<file path="config.mk">
export PLATFORM = sky130hd
export DESIGN_NAME = hazard_ctrl
export DESIGN_NICKNAME = d
export VERILOG_FILES = /design/src/rtl/hazard_ctrl.sv
export SDC_FILE = /design/constraint.sdc
export NUM_CORES = 1
export LEC_CHECK = 0
export ABC_AREA = 1
export BUFFER_PORTS_ARGS = -buffer_cell sky130_fd_sc_hd__buf_2
export CAP_MARGIN = 20
export CORE_MARGIN = 1
export CORE_UTILIZATION = 44
export DETAILED_ROUTE_END_ITERATION = 7
export PLACE_DENSITY = 0.79
export REMOVE_ABC_BUFFERS = 1
export SLEW_MARGIN = 10
export SYNTH_ARGS = -nofsm -noshare
export SYNTH_HDL_FRONTEND = slang
export SYNTH_SLANG_ARGS = --single-unit
</file>
<file path="constraint.sdc">
create_clock -name clk_i -period 1.4 [get_ports clk_i]
set_clock_uncertainty 0.05 [all_clocks]
set_input_delay 0.21 -clock clk_i [delete_from_list [all_inputs] [get_ports clk_i]]
set_output_delay 0.21 -clock clk_i [all_outputs]
set_load 0.05 [all_outputs]
</file>
<file path="src/rtl/hazard_ctrl.sv">
// Pipeline sequencing controller: load-use stalls, multi-cycle branch flushes and data-memory freezes.
// Optional performance counters are built when HAZARD_PERF_CNT_EN is defined; otherwise they read 0.
module hazard_ctrl #(
  parameter int REG_ADDR_W     = 5,
  parameter int BRANCH_PENALTY = 1,
  parameter int MEM_TIMEOUT    = 255,
  parameter int CNT_W          = 16
) (
  input  logic                  clk_i,
  input  logic                  rst_ni,
  input  logic [REG_ADDR_W-1:0] id_rs_i,
  input  logic [REG_ADDR_W-1:0] id_rt_i,
  input  logic                  id_uses_rt_i,
  input  logic                  ex_memread_i,
  input  logic [REG_ADDR_W-1:0] ex_rt_i,
  input  logic                  branch_taken_i,
  input  logic                  dmem_busy_i,
  output logic                  pc_write_o,
  output logic                  IF_ID_sel_o,
  output logic                  flush_o,
  output logic                  id_ex_bubble_o,
  output logic                  id_ex_hold_o,
  output logic [1:0]            state_o,
  output logic                  mem_timeout_o,
  output logic [CNT_W-1:0]      stall_cycles_o,
  output logic [CNT_W-1:0]      flush_cycles_o
);

  typedef enum logic [1:0] {
    RUN      = 2'd0,
    BR_FLUSH = 2'd1,
    MEM_WAIT = 2'd2
  } state_e;

  localparam logic [1:0] PenaltyLeft = 2'(BRANCH_PENALTY - 1);
  localparam logic [7:0] TimeoutLast = 8'(MEM_TIMEOUT - 1);

  state_e     state_q, state_d, effState;
  logic [1:0] flushLeft_q, flushLeft_d;
  logic [7:0] waitCnt_q, waitCnt_d;
  logic       timeout_q, timeout_d;
  logic       loadUse;

  assign loadUse = ex_memread_i && (ex_rt_i != '0) &&
                   ((ex_rt_i == id_rs_i) || (id_uses_rt_i && (ex_rt_i == id_rt_i)));

  // A pending flush count survives a freeze, so it alone tells which state MEM_WAIT returns to.
  always_comb begin
    effState = state_q;
    if (state_q == MEM_WAIT) begin
      effState = (flushLeft_q != 2'd0) ? BR_FLUSH : RUN;
    end
  end

  always_comb begin
    state_d        = state_q;
    flushLeft_d    = flushLeft_q;
    pc_write_o     = 1'b0;
    IF_ID_sel_o    = 1'b0;
    flush_o        = 1'b0;
    id_ex_bubble_o = 1'b0;
    id_ex_hold_o   = 1'b0;
    if (!rst_ni) begin
      flush_o        = 1'b1;
      id_ex_bubble_o = 1'b1;
      state_d        = RUN;
      flushLeft_d    = 2'd0;
    end else if (dmem_busy_i) begin
      id_ex_hold_o = 1'b1;
      state_d      = MEM_WAIT;
    end else begin
      case (effState)
        BR_FLUSH: begin
          pc_write_o     = 1'b1;
          IF_ID_sel_o    = 1'b1;
          flush_o        = 1'b1;
          id_ex_bubble_o = 1'b1;
          flushLeft_d    = (flushLeft_q != 2'd0) ? flushLeft_q - 2'd1 : 2'd0;
          state_d        = (flushLeft_q <= 2'd1) ? RUN : BR_FLUSH;
        end
        default: begin
          state_d = RUN;
          if (branch_taken_i) begin
            pc_write_o     = 1'b1;
            IF_ID_sel_o    = 1'b1;
            flush_o        = 1'b1;
            id_ex_bubble_o = 1'b1;
            if (BRANCH_PENALTY > 1) begin
              flushLeft_d = PenaltyLeft;
              state_d     = BR_FLUSH;
            end
          end else if (loadUse) begin
            id_ex_bubble_o = 1'b1;
          end else begin
            pc_write_o  = 1'b1;
            IF_ID_sel_o = 1'b1;
          end
        end
      endcase
    end
  end

  // Watchdog counts consecutive busy cycles; the error flag is sticky until reset.
  always_comb begin
    waitCnt_d = 8'd0;
    if (dmem_busy_i) begin
      waitCnt_d = (waitCnt_q == 8'hFF) ? 8'hFF : waitCnt_q + 8'd1;
    end
    timeout_d = timeout_q | (dmem_busy_i && (waitCnt_q >= TimeoutLast));
  end

  always_ff @(posedge clk_i or negedge rst_ni) begin
    if (!rst_ni) begin
      state_q     <= RUN;
      flushLeft_q <= 2'd0;
      waitCnt_q   <= 8'd0;
      timeout_q   <= 1'b0;
    end else begin
      state_q     <= state_d;
      flushLeft_q <= flushLeft_d;
      waitCnt_q   <= waitCnt_d;
      timeout_q   <= timeout_d;
    end
  end

  assign state_o       = state_q;
  assign mem_timeout_o = timeout_q;

`ifdef HAZARD_PERF_CNT_EN
  logic             stallCycle;
  logic [CNT_W-1:0] stallCnt_q, flushCnt_q;

  assign stallCycle = dmem_busy_i || ((effState == RUN) && !branch_taken_i && loadUse);

  always_ff @(posedge clk_i or negedge rst_ni) begin
    if (!rst_ni) begin
      stallCnt_q <= '0;
      flushCnt_q <= '0;
    end else begin
      if (stallCycle && (stallCnt_q != '1)) begin
        stallCnt_q <= stallCnt_q + CNT_W'(1);
      end
      if (flush_o && (flushCnt_q != '1)) begin
        flushCnt_q <= flushCnt_q + CNT_W'(1);
      end
    end
  end

  assign stall_cycles_o = stallCnt_q;
  assign flush_cycles_o = flushCnt_q;
`else
  assign stall_cycles_o = '0;
  assign flush_cycles_o = '0;
`endif

endmodule

</file>
==> metrics.md <==
| Metric | Value |
|---|---|
| Status | `finished with violations` |
| Failing checks | `setup timing` |
| Part of the Yosys area used for sequential elements | `28.70%` |
| CP Buf/Inv Count | `2` |
| Clk_lat worst skew | `0.28 ns` |
| Bufs on Longest Clock Path | `2` |
| Core area | `roughly 2500 um^2` |
| Routed WL per cell | `~8.7 um` |
| Final worst slack | `-0.2905 ns` |
| CP max FO | `4` |
| Fin nets | `between 200 and 250` |
| Post-synth cell types | `28` |
| Die Ht | `approximately 53 um` |
| Chip width | `between 50 and 60 um` |
| Starting density of the core | `46.18%` |
| Vias/cell | `about 4.3` |
| Final setup vio count | `4` |
| VDD IR-drop max | `0.4886 mV` |
| I/O pins | `a little over 60` |
| Post-synth top area share | `approximately 29%` |
| Fin crit share | `120.7%` |
| Synthesized area | `between 1000 and 1500 um^2` |
| Pwr dens | `781.4 nW/um^2` |
| TritonCTS clock tree | `built` |
| Leak | `between 0.0007 and 0.0008 uW` |
| Area leader, netlist | `dfrtp_1` |
| F_max | `~590 MHz` |
| Initial antenna violation count | `0` |
| Fin crit period | `between 1.5 and 2 ns` |
| Total GRT Usage | `17.14%` |
| ANT nets after route | `0` |
| Worst setup SP type | `flip-flop` |
| Vias in the first global route | `between 900 and 1000` |
| Post-route DRC violation count | `0` |
| Maxcap violations | `0` |
| FP Rows | `18` |
| Most area-consuming cells after synthesis | `dfrtp_1 (29%), buf_4 (22%), nand2_1 (12%)` |
| Drt pass-1 iters | `4` |
| Starting DRC count in detailed routing | `11` |
| Total Power | `about 1000 uW` |
| DIE AREA | `2783 um^2` |
| CP peak stage delay | `around 0.38 ns` |
| FF+latch count, synth | `13` |
| Final core utilization | `53.82%` |
| Clock sink total | `13` |
| Crit path required time | `1.14 ns` |
| Syn Area/Cell | `~6.9 um^2` |
| HPWL after detailed placement | `around 1600 um` |
| Antenna diodes | `0` |
| Final Max Slew Viols | `0` |
| CP Class | `reg2out` |
| Root buffer cell | `clkbuf_4` |
| H-tree Lvls | `1` |
| Final hold violations | `0` |
| Cell family with most CP delay | `flip-flops` |
| P&R area growth vs syn | `16.56%` |
| Layout cells sized above 1 | `25.37%` |
| First-pass GRT wire length | `approximately 3500 um` |
| Slowest stage cell, crit path | `dfrtp_1` |
| Largest net degree at the start of global routing | `17` |
| Most frequent cells in the layout | `nand2_1 (35), conb_1 (32), inv_1 (24)` |
| RSZ-0062 raised after global routing | `yes` |
| Vias | `roughly 1000` |
| CP arrival | `approximately 1.4 ns` |
| Syn Inst Count | `164` |
| Gr ovfl total | `0` |
| Buffers on Ports | `28` |
| Drt total wl | `approximately 2000 um` |
| Synth warn | `0` |
| Commonest non-fill, non-tap cell in the layout | `nand2_1` |
| CP cell instances | `o211ai_1 > nand2_2 > nor2_1 > nand3_1 > nand2_1 > inv_2 > buf_8` |
| Clock-pin slew on the worst setup and hold paths | `~0.08 ns` |
| Placer congestion estimate | `around 0.80` |
| Hold Crit Class | `in2reg` |
| Total CTS buffers | `3` |
| Worst setup EP type | `output pin` |
## worst paths after layout
path                                      from             to  slack (ns)  cells past startpoint
worst max register to register    waitCnt_q[0]   waitCnt_q[6]        0.10                      7
max in group asynchronous               rst_ni   waitCnt_q[1]        0.71                      3
worst max-delay path            flushLeft_q[0]     pc_write_o       -0.29                      7
worst min register to register   mem_timeout_o  mem_timeout_o        0.46                      1
min in group asynchronous               rst_ni   waitCnt_q[7]        0.40                      3
worst min-delay path               dmem_busy_i   waitCnt_q[7]        0.13                      3
## cells by family (layout without fill, tap and decap cells)
family	Yosys count	after routing	synth area share, %
AO/OA/AOI/OAI	15	15	7.948
XOR/XNOR	3	3	2.318
adder cells (fa/ha/maj)	2	2	2.207
buffers and inverters	61	67	31.13
flip-flops	13	13	28.70
other	1	32	0.3308
AND/OR/NAND/NOR	69	69	27.37
## sequential cells by signal, indices dropped and copies added (netlist names)
signal	flops
waitCnt_q	8
flushLeft_q	2
mem_timeout_o	1
state_o	2
## layout make-up
| cell class | instances | area [um^2] |
|---|---|---|
| fill | 254 | 1134 |
| inverter | 27 | 101.3 |
| multi-input combinational | 121 | 591.8 |
| clock buffer | 4 | 26.28 |
| tap | 30 | 37.54 |
| timing repair buffer | 36 | 237.7 |
| sequential | 13 | 326.6 |
## where the power goes
group	switching, uW	total, uW	internal, uW
Combinational	311	398	87.1
Clock	125	236	111
Sequential	12.5	398	386
Total	449	1030	583
## metal layers
| layer | wire length, um | track usage (%) | vias up | share of wire, % |
|---|---|---|---|---|
| li1 | - | - | 518 | - |
| met1 | 884 | 19.89 | 443 | 44 |
| met2 | 1002 | 30.59 | 32 | 50 |
| met3 | 107 | 2.899 | 2 | 5.3 |
| met4 | 14 | 7.018 | 0 | 0.70 |
| met5 | 0 | 0 | - | 0 |
## synth_stat cells (all sizes together)
library cell  instances
inv                  27
a211oi                1
a31oi                 1
o21bai                1
o21ai                 3
o211ai                1
a21oi                 6
nand2                38
or2                   1
buf                  33
nor2                 14
conb                  1
nor3                  3
o2111ai               1
xnor2                 2
nand4                 1
nand3                10
nand3b                2
clkbuf                1
dfrtp                13
o21a                  1
ha                    2
xor2                  1
## worst reg2reg max path, cell delays in order, from the launching register on
cell and delay [ns]:
dfrtp_1 0.42, ha_4 0.17, nand2_2 0.07, nor2_4 0.11, inv_2 0.06, nor2_2 0.10, nand3b_1 0.09, a31oi_1 0.16
## timing repair
item                                   in CTS  in global routing
endpoints found under the hold margin      13                  0
setup endpoints to repair                   4                  7
pin swaps                                   1                  5
hold buffers                                1                  0
gates resized for setup                    12                  7
buffers inserted                            1                  1
## stage by stage
step	TNS [ns]	instances	hold WS, ns	cell area [um^2]	setup WS, ns
floorplan	-2.829	161	-0.1356	998.5	-1.024
global placement	-0.1609	224	0.1658	1214	-0.05479
detailed placement	-0.2553	224	0.1623	1214	-0.08598
CTS	-1.110	230	0.1286	1290	-0.3036
global route	-1.407	231	0.1382	1321	-0.3783
finish	-1.045	231	0.1262	1321	-0.2905
(Power assumes the default switching activity.)
